===== config.mk =====
export PLATFORM = sky130hd
export DESIGN_NAME = mem_stream_reader
export DESIGN_NICKNAME = d
export VERILOG_FILES = /design/src/rtl/mem_stream_reader.sv
export SDC_FILE = /design/constraint.sdc
export NUM_CORES = 1
export LEC_CHECK = 0
export ABC_AREA = 0
export CAP_MARGIN = 20
export CORE_MARGIN = 3
export CORE_UTILIZATION = 54
export DETAILED_ROUTE_END_ITERATION = 10
export PLACE_DENSITY_LB_ADDON = 0.05
export SYNTH_ARGS = -nofsm -noshare
export SYNTH_HDL_FRONTEND = slang
export SYNTH_SLANG_ARGS = --single-unit

===== constraint.sdc =====
create_clock -name clk_i -period 6.4 [get_ports clk_i]
set_input_delay 0.96 -clock clk_i [delete_from_list [all_inputs] [get_ports clk_i]]
set_output_delay 0.96 -clock clk_i [all_outputs]
set_load 0.03 [all_outputs]

===== src/rtl/mem_stream_reader.sv =====
// Burst reader for a one-cycle-latency memory: issues num_reads_i sequential reads
// from base_addr_i and returns the words as a valid/ready stream through a 2-entry buffer.
module mem_stream_reader #(
  parameter int DATA_WIDTH      = 8,
  parameter int LOG_MAX_ADDRESS = 16
) (
  input  logic                       clk_i,
  input  logic                       rst_ni,
  input  logic                       start_i,
  input  logic [LOG_MAX_ADDRESS-1:0] base_addr_i,
  input  logic [LOG_MAX_ADDRESS:0]   num_reads_i,
  output logic                       busy_o,
  output logic                       done_o,
  output logic [LOG_MAX_ADDRESS-1:0] addr_read_o,
  output logic                       read_o,
  input  logic [DATA_WIDTH-1:0]      data_read_i,
  input  logic                       valid_read_i,
  output logic [DATA_WIDTH-1:0]      data_out_o,
  output logic                       valid_out_o,
  input  logic                       ready_in_i
);

  typedef enum logic [1:0] {S_IDLE, S_RUN, S_DRAIN, S_DONE} state_e;

  localparam logic [LOG_MAX_ADDRESS-1:0] ADDR_ONE = 1;
  localparam logic [LOG_MAX_ADDRESS:0]   REM_ONE  = 1;

  state_e                        state_q, state_d;
  logic [LOG_MAX_ADDRESS-1:0]    addr_q, addr_d;
  logic [LOG_MAX_ADDRESS:0]      rem_q, rem_d;
  logic [1:0]                    count_q, count_d;
  logic [1:0][DATA_WIDTH-1:0]    buf_q;
  logic                          wr_ptr_q, rd_ptr_q;
  logic                          inflight_q;
  logic                          push, pop, rd;
  logic [2:0]                    level;

  // level is the occupancy after this cycle's push/pop; a read issued now lands next cycle
  always_comb begin
    pop   = (count_q != 2'd0) & ready_in_i;
    push  = valid_read_i & ((state_q == S_RUN) | (state_q == S_DRAIN));
    level = {1'b0, count_q} + {2'b00, push} - {2'b00, pop};
    count_d = level[1:0];
    rd    = (state_q == S_RUN) & (rem_q != '0) & (level < 3'd2);
  end

  always_comb begin
    state_d = state_q;
    addr_d  = addr_q;
    rem_d   = rem_q;
    unique case (state_q)
      S_IDLE: begin
        if (start_i) begin
          addr_d  = base_addr_i;
          rem_d   = num_reads_i;
          state_d = (num_reads_i == '0) ? S_DONE : S_RUN;
        end
      end
      S_RUN: begin
        if (rd) begin
          addr_d = addr_q + ADDR_ONE;
          rem_d  = rem_q - REM_ONE;
          if (rem_q == REM_ONE) state_d = S_DRAIN;
        end
      end
      S_DRAIN: begin
        // Leave only once the word being popped now is the last one anywhere
        if ((count_d == 2'd0) && !valid_read_i && !inflight_q) state_d = S_DONE;
      end
      S_DONE:  state_d = S_IDLE;
      default: state_d = S_IDLE;
    endcase
  end

  always_ff @(posedge clk_i or negedge rst_ni) begin
    if (!rst_ni) begin
      state_q    <= S_IDLE;
      addr_q     <= '0;
      rem_q      <= '0;
      count_q    <= '0;
      buf_q      <= '0;
      wr_ptr_q   <= 1'b0;
      rd_ptr_q   <= 1'b0;
      inflight_q <= 1'b0;
    end else begin
      state_q    <= state_d;
      addr_q     <= addr_d;
      rem_q      <= rem_d;
      count_q    <= count_d;
      inflight_q <= rd;
      if (push) buf_q[wr_ptr_q] <= data_read_i;
      wr_ptr_q   <= wr_ptr_q ^ push;
      rd_ptr_q   <= rd_ptr_q ^ pop;
    end
  end

  assign busy_o      = (state_q == S_RUN) | (state_q == S_DRAIN);
  assign done_o      = (state_q == S_DONE);
  assign addr_read_o = addr_q;
  assign read_o      = rd;
  assign valid_out_o = (count_q != 2'd0);
  assign data_out_o  = buf_q[rd_ptr_q];

endmodule


* Yosys cells after proc, flatten, opt, wreduce, memory -nomap -nowiden *
Index checks and enable logic that the tools add are counted.

storage, ports and cells
  register bits = 56
  bits of input ports = 46

cells by class
  bitwise operators = 7
  multiplexer cells = 17
  eq/ne operators = 8
  $lt $le $gt $ge = 4
  add/subtract/negate cells = 4
  reductions and logical operators = 13

operator list
  kind                   count
  $mux 17                2
  $pmux 17 s2            1
  $mux 16                2
  $pmux 16 s2            1
  $mux 8                 3
  $eq 17x1->1 const B    1
  $logic_not 17->1       1
  $reduce_bool 17->1     1
  $sub 17x1->17 const B  1
  $add 16x1->16 const B  1
  $bwmux 16              1
  $mux 2                 5
  $demux 8 s1            1
  $pmux 2 s4             1
  $and 1x1->1            4
  $eq 2x2->1 const B     2
  $logic_not 2->1        2
  $lt 1x2->1 const B     2
  $ne 2x1->1 const B     2
  $ne 2x2->1 const B     2
  $reduce_and 4->1       1
  $reduce_bool 2->1      2
  $add 2x1->3            1
  $logic_and 1x1->1      3
  8 further kinds        10

* Depth between registers and ports, before layout *
  depth in word-level cells = 10
  depth in mapped cells = 15

* Worst setup path after synthesis *
No wires, ideal clock.

  path type = in2out
  from = input port valid_read_i
  to = output port read_o
  cell stages on the path = 9
  path slack = 2.580 ns
  path buffers = 0
  arrival = 2.860 ns
  cells stage by stage = and2_1 inv_1 ha_1 inv_1 ha_1 fa_1 nor2b_1 nand2_1 a31oi_1

on the way
  longest elaborated chain between the ends = 5

RTL lines
  element             RTL line  RTL
  from (decl)         17        input logic valid_read_i,
  $and 1x1->1         41        push = valid_read_i & ((state_q == S_RUN) | (state_q == S_DRAIN));
  $add 2x1->3         42        level = {1'b0, count_q} + {2'b00, push} - {2'b00, pop};
  $sub 3x1->3         42
  named net level[1]  36        logic [2:0] level;
  $lt 3x2->1          44        rd = (state_q == S_RUN) & (rem_q != '0) & (level < 3'd2);
  $and 1x1->1         44
  to (decl)           15        output logic read_o,

The timed path passes the listed nets, and every way through them passes these cells.

* Worst setup path after layout *
Ends and elaborated chain as after synthesis.

==> Implementation_results.wiki <==
{| class="wikitable"
! Metric !! Value
|-
| Result of the run || finished clean
|-
| Power dissipated by switching net loads || around 1.1 mW
|-
| Setup crit start || valid_read_i
|-
| FMAX || between 200 and 250 MHz
|-
| Total length of routed met2 wires || 4.23 mm
|-
| Crit path setup slack, layout || around 1.6 ns
|-
| Max Cap Violations || 0
|-
| Remaining global-route overflow || 0
|-
| Required time of the worst setup path || ~5.4 ns
|-
| Die W || around 84 um
|-
| Largest net degree at the start of global routing || 57
|-
| Dominant cells by area after synthesis || sky130_fd_sc_hd__dfrtp_1 (42%), sky130_fd_sc_hd__mux2_2 (8.2%), sky130_fd_sc_hd__ha_1 (4.5%), sky130_fd_sc_hd__nand2_1 (4.4%), sky130_fd_sc_hd__a21oi_1 (3.6%)
|-
| Part of the Yosys area used for sequential elements || 0.424
|-
| H-tree level count || 2
|-
| Worst max-slew margin expressed relative to the limit || 0.418
|-
| Floorplan core area || roughly 5700 sq um
|-
| Power per cell area || about 550 nW/um^2
|-
| RSZ-0062 raised after global routing || no
|-
| CTS tree || built
|-
| Cell internal power dissipation || 1.24 mW
|-
| Highest metal layer with signal wires || met4
|-
| Post-cts sizing count || 0
|-
| Setup TNS Final || 0 ns
|-
| Count of final setup violators || 0
|-
| Detailed-routing wirelength on met1 || 3.63 mm
|-
| Syn_nets || ~400
|-
| Number of input and output port buffers inserted || 73
|-
| Leakage power summed over all cells || about 1.7 nW
|-
| Num ports || 74
|-
| Syn Inst Count || 347
|-
| FFs w/ async S/R, synth || 1.00
|-
| Net count, final || between 400 and 500
|-
| Multi-input gate area || between 1500 and 2000 sq um
|-
| Number of global-route vias before repair || ~3,000
|-
| Effective utilization at floorplan || 0.579
|-
| Startpoint of the worst-slack reg-to-reg timing path || state_q[0]$_DFFE_PN0P_
|-
| Floorplan die height || about 84 um
|-
| Critical path data arrival time || 3.79 ns
|-
| Filler cell count in the final layout || 440
|-
| Fin cells || approximately 490
|-
| Number of different library cells in the post-synthesis netlist || 55
|-
| Number of nets still failing antenna checks after routing || 0
|-
| Clock network fraction of design power || 0.099
|-
| Total clock sinks || 56
|-
| CP endpoint kind || output port
|-
| Combinational cell fraction of total power || 0.589
|-
| Number of iterations in the first detailed-routing pass || 4
|-
| Bufs on Longest Clock Path || 2
|-
| DRT iter0 DRCs || between 200 and 300
|-
| Mean Syn Cell Area || around 9.5 sq um
|-
| Post-detailed-route wirelength per cell || between 15 and 20 um
|-
| Most frequent cells in the layout || sky130_fd_sc_hd__clkdlybuf4s50_1 (72), sky130_fd_sc_hd__dfrtp_1 (56), sky130_fd_sc_hd__nand2_1 (39)
|-
| Total detailed-routing wirelength || approximately 8.5 mm
|-
| Final hold violation count || 0
|-
| Antenna violations before repair || 0
|-
| Post-placement worst setup slack || around 1.6 ns
|-
| Number of enable-type register cells in the synthesized netlist || 0
|-
| Biggest area consumer among synthesized cells || sky130_fd_sc_hd__dfrtp_1
|-
| Area occupied by registers || about 1400 sq um
|-
| TritonCTS Buffers || 5
|-
| Synth Cell Area || approximately 3300 sq um
|-
| Synthesis Warnings || 0
|-
| VDD IR-drop max || about 0.32 mV
|-
| Fraction of power spent switching nets || 0.464
|-
| Routability Congestion || 0.875
|-
| Clk_skew || roughly 0.0074 ns
|-
| Predominant post-synthesis flop cell || sky130_fd_sc_hd__dfrtp_1
|-
| Number of buffers inserted to repair setup after CTS || 0
|-
| Synthesis-to-finish area growth || 26.0%
|-
| Fraction of layout instances using a drive strength above 1 || 0.0993
|-
| Row count || 27
|-
| First-pass GRT wire length || about 14 mm
|-
| Overall Global Routing Usage || 0.246
|-
| Path category of the worst min-delay check || reg -> reg
|-
| Share of the cycle needed by the critical path after routing || 0.743
|-
| Fraction of post-synthesis cell area in the top cell type by area || 0.424
|-
| Placed wire-length estimate || ~6 mm
|-
| Element type at the critical path start || input port
|-
| Vias per cell || 6.15
|-
| Total via count after detailed routing || around 3,000
|-
| DIE AREA || approximately 7100 sq um
|-
| Number of max-slew violations in the final report || 0
|-
| Clock latency on the worst-skew pair || a little over 0.3 ns
|-
| Measured slew at the worst slew-check pin || approximately 0.87 ns
|-
| Critical path type || in -> out
|-
| Tmin final || roughly 4.8 ns
|-
| Flip-flop and latch count after synthesis || 56
|-
| Share of power burned in registers || 0.311
|-
| Clock input transition at the sequential cells of the worst setup and hold paths || about 0.090 ns
|-
| Hold_buf cts || 0
|-
| Clock root buffer master || sky130_fd_sc_hd__clkbuf_8
|-
| Hold Startpoint || buf_q[0]$_DFFE_PN0P_
|-
| Total length of routed met3 wires || between 400 and 500 um
|-
| DRC violations left || 0
|-
| Critical path peak fanout || 3
|-
| Ant. Diodes || 0
|-
| Total instance count after detailed placement || ~480
|-
| Leading cell type in the layout, fill and taps excluded || sky130_fd_sc_hd__clkdlybuf4s50_1
|}
area by class of cell:
type                    instances  share of cell area
multi-input cells             258               0.423
well taps                      72              0.0216
repair buffers                 77               0.181
clock buffers                   6              0.0174
clock inverters                 2             0.00841
inverters                      14              0.0126
flip-flops and latches         56               0.336
critical path: stages:
cell and delay [ns]:
sky130_fd_sc_hd__clkdlybuf4s50_1 0.47, sky130_fd_sc_hd__and2_1 0.17, sky130_fd_sc_hd__inv_1 0.05, sky130_fd_sc_hd__ha_1 0.28
sky130_fd_sc_hd__inv_1 0.04, sky130_fd_sc_hd__ha_1 0.18, sky130_fd_sc_hd__fa_1 0.47, sky130_fd_sc_hd__nor2b_1 0.20
sky130_fd_sc_hd__nand2_1 0.07, sky130_fd_sc_hd__a31oi_1 0.19, sky130_fd_sc_hd__clkdlybuf4s50_1 0.71
cell usage after synthesis, types with 5 or more instances:
cell                        count
sky130_fd_sc_hd__mux2_2        24
sky130_fd_sc_hd__nor2_1        14
sky130_fd_sc_hd__nand4_1        8
sky130_fd_sc_hd__o22ai_1        6
sky130_fd_sc_hd__nand3_1       11
sky130_fd_sc_hd__nand2_1       39
sky130_fd_sc_hd__o21ai_0       16
sky130_fd_sc_hd__and3_1         5
sky130_fd_sc_hd__nor4_1         9
sky130_fd_sc_hd__inv_1         14
sky130_fd_sc_hd__and2_1         5
sky130_fd_sc_hd__nor3_1        12
sky130_fd_sc_hd__a31oi_1        5
sky130_fd_sc_hd__ha_1          12
sky130_fd_sc_hd__or4_1          8
sky130_fd_sc_hd__a2bb2oi_1      5
sky130_fd_sc_hd__a21oi_1       24
sky130_fd_sc_hd__dfrtp_1       56
sky130_fd_sc_hd__clkbuf_1      13
path summary, 6_finish.rpt:
kind / endpoint / slack (ns) / depth (start not counted)
min reg2reg: buf_q[0]$_DFFE_PN0P_ / 0.51 / 1
min: buf_q[0]$_DFFE_PN0P_ / 0.51 / 1
max in group asynchronous: rem_q[8]$_DFFE_PN0P_ / 5.15 / 2
max reg2reg: addr_read_o[7]$_DFFE_PN0P_ / 2.69 / 13
min in group asynchronous: buf_q[9]$_DFFE_PN0P_ / 0.77 / 2
max: read_o / 1.65 / 11
stage by stage:
stage | power, mW | hold WS (ns) | utilization | area (sq um)
3_5_place_dp | 2.08 | 0.492 | 0.710 | 4050
2_1_floorplan | 1.65 | 0.475 | - | 3310
6_report | 2.31 | 0.511 | 0.730 | 4170
5_1_grt | 2.49 | 0.525 | 0.730 | 4170
3_3_place_gp | 2.02 | 0.483 | 0.710 | 4050
4_1_cts | 2.31 | 0.514 | 0.729 | 4160
sequential cells by signal, indices dropped and copies added, names as in the netlist:
| name | flops |
|---|---|
| wr_ptr_q | 1 |
| count_q | 2 |
| addr_read_o | 16 |
| inflight_q | 1 |
| rem_q | 17 |
| buf_q | 16 |
| state_q | 2 |
| rd_ptr_q | 1 |
kinds of logic (layout without fill, tap and decap cells):
logic type	count (synthesis)	count (layout)	share of synthesized area
DFF	56	56	0.424
adders and majority gates	13	13	0.0515
buffers and inverters	33	99	0.0431
and+or+nand+nor	129	129	0.209
AOI/OAI and AO/OA	87	87	0.177
xor gates and xnor gates	2	2	0.00530
muxes	27	27	0.0908
power groups by stage:
stage	Clock (mW)	Combinational, mW	Sequential, mW
after detailed placement	0	1.36	0.719
after floorplan	0	0.892	0.759
after global routing	0.248	1.49	0.748
after CTS	0.235	1.36	0.714
after global placement	0	1.31	0.709
final	0.230	1.36	0.720
per-layer routing:
metal  up-vias  GRT usage
met1      1425      0.319
met4         0     0.0746
met3        18     0.0442
li1       1426          -
met2       116      0.420
met5         -          0
No activity file was read; power rests on OpenSTA's default activity.
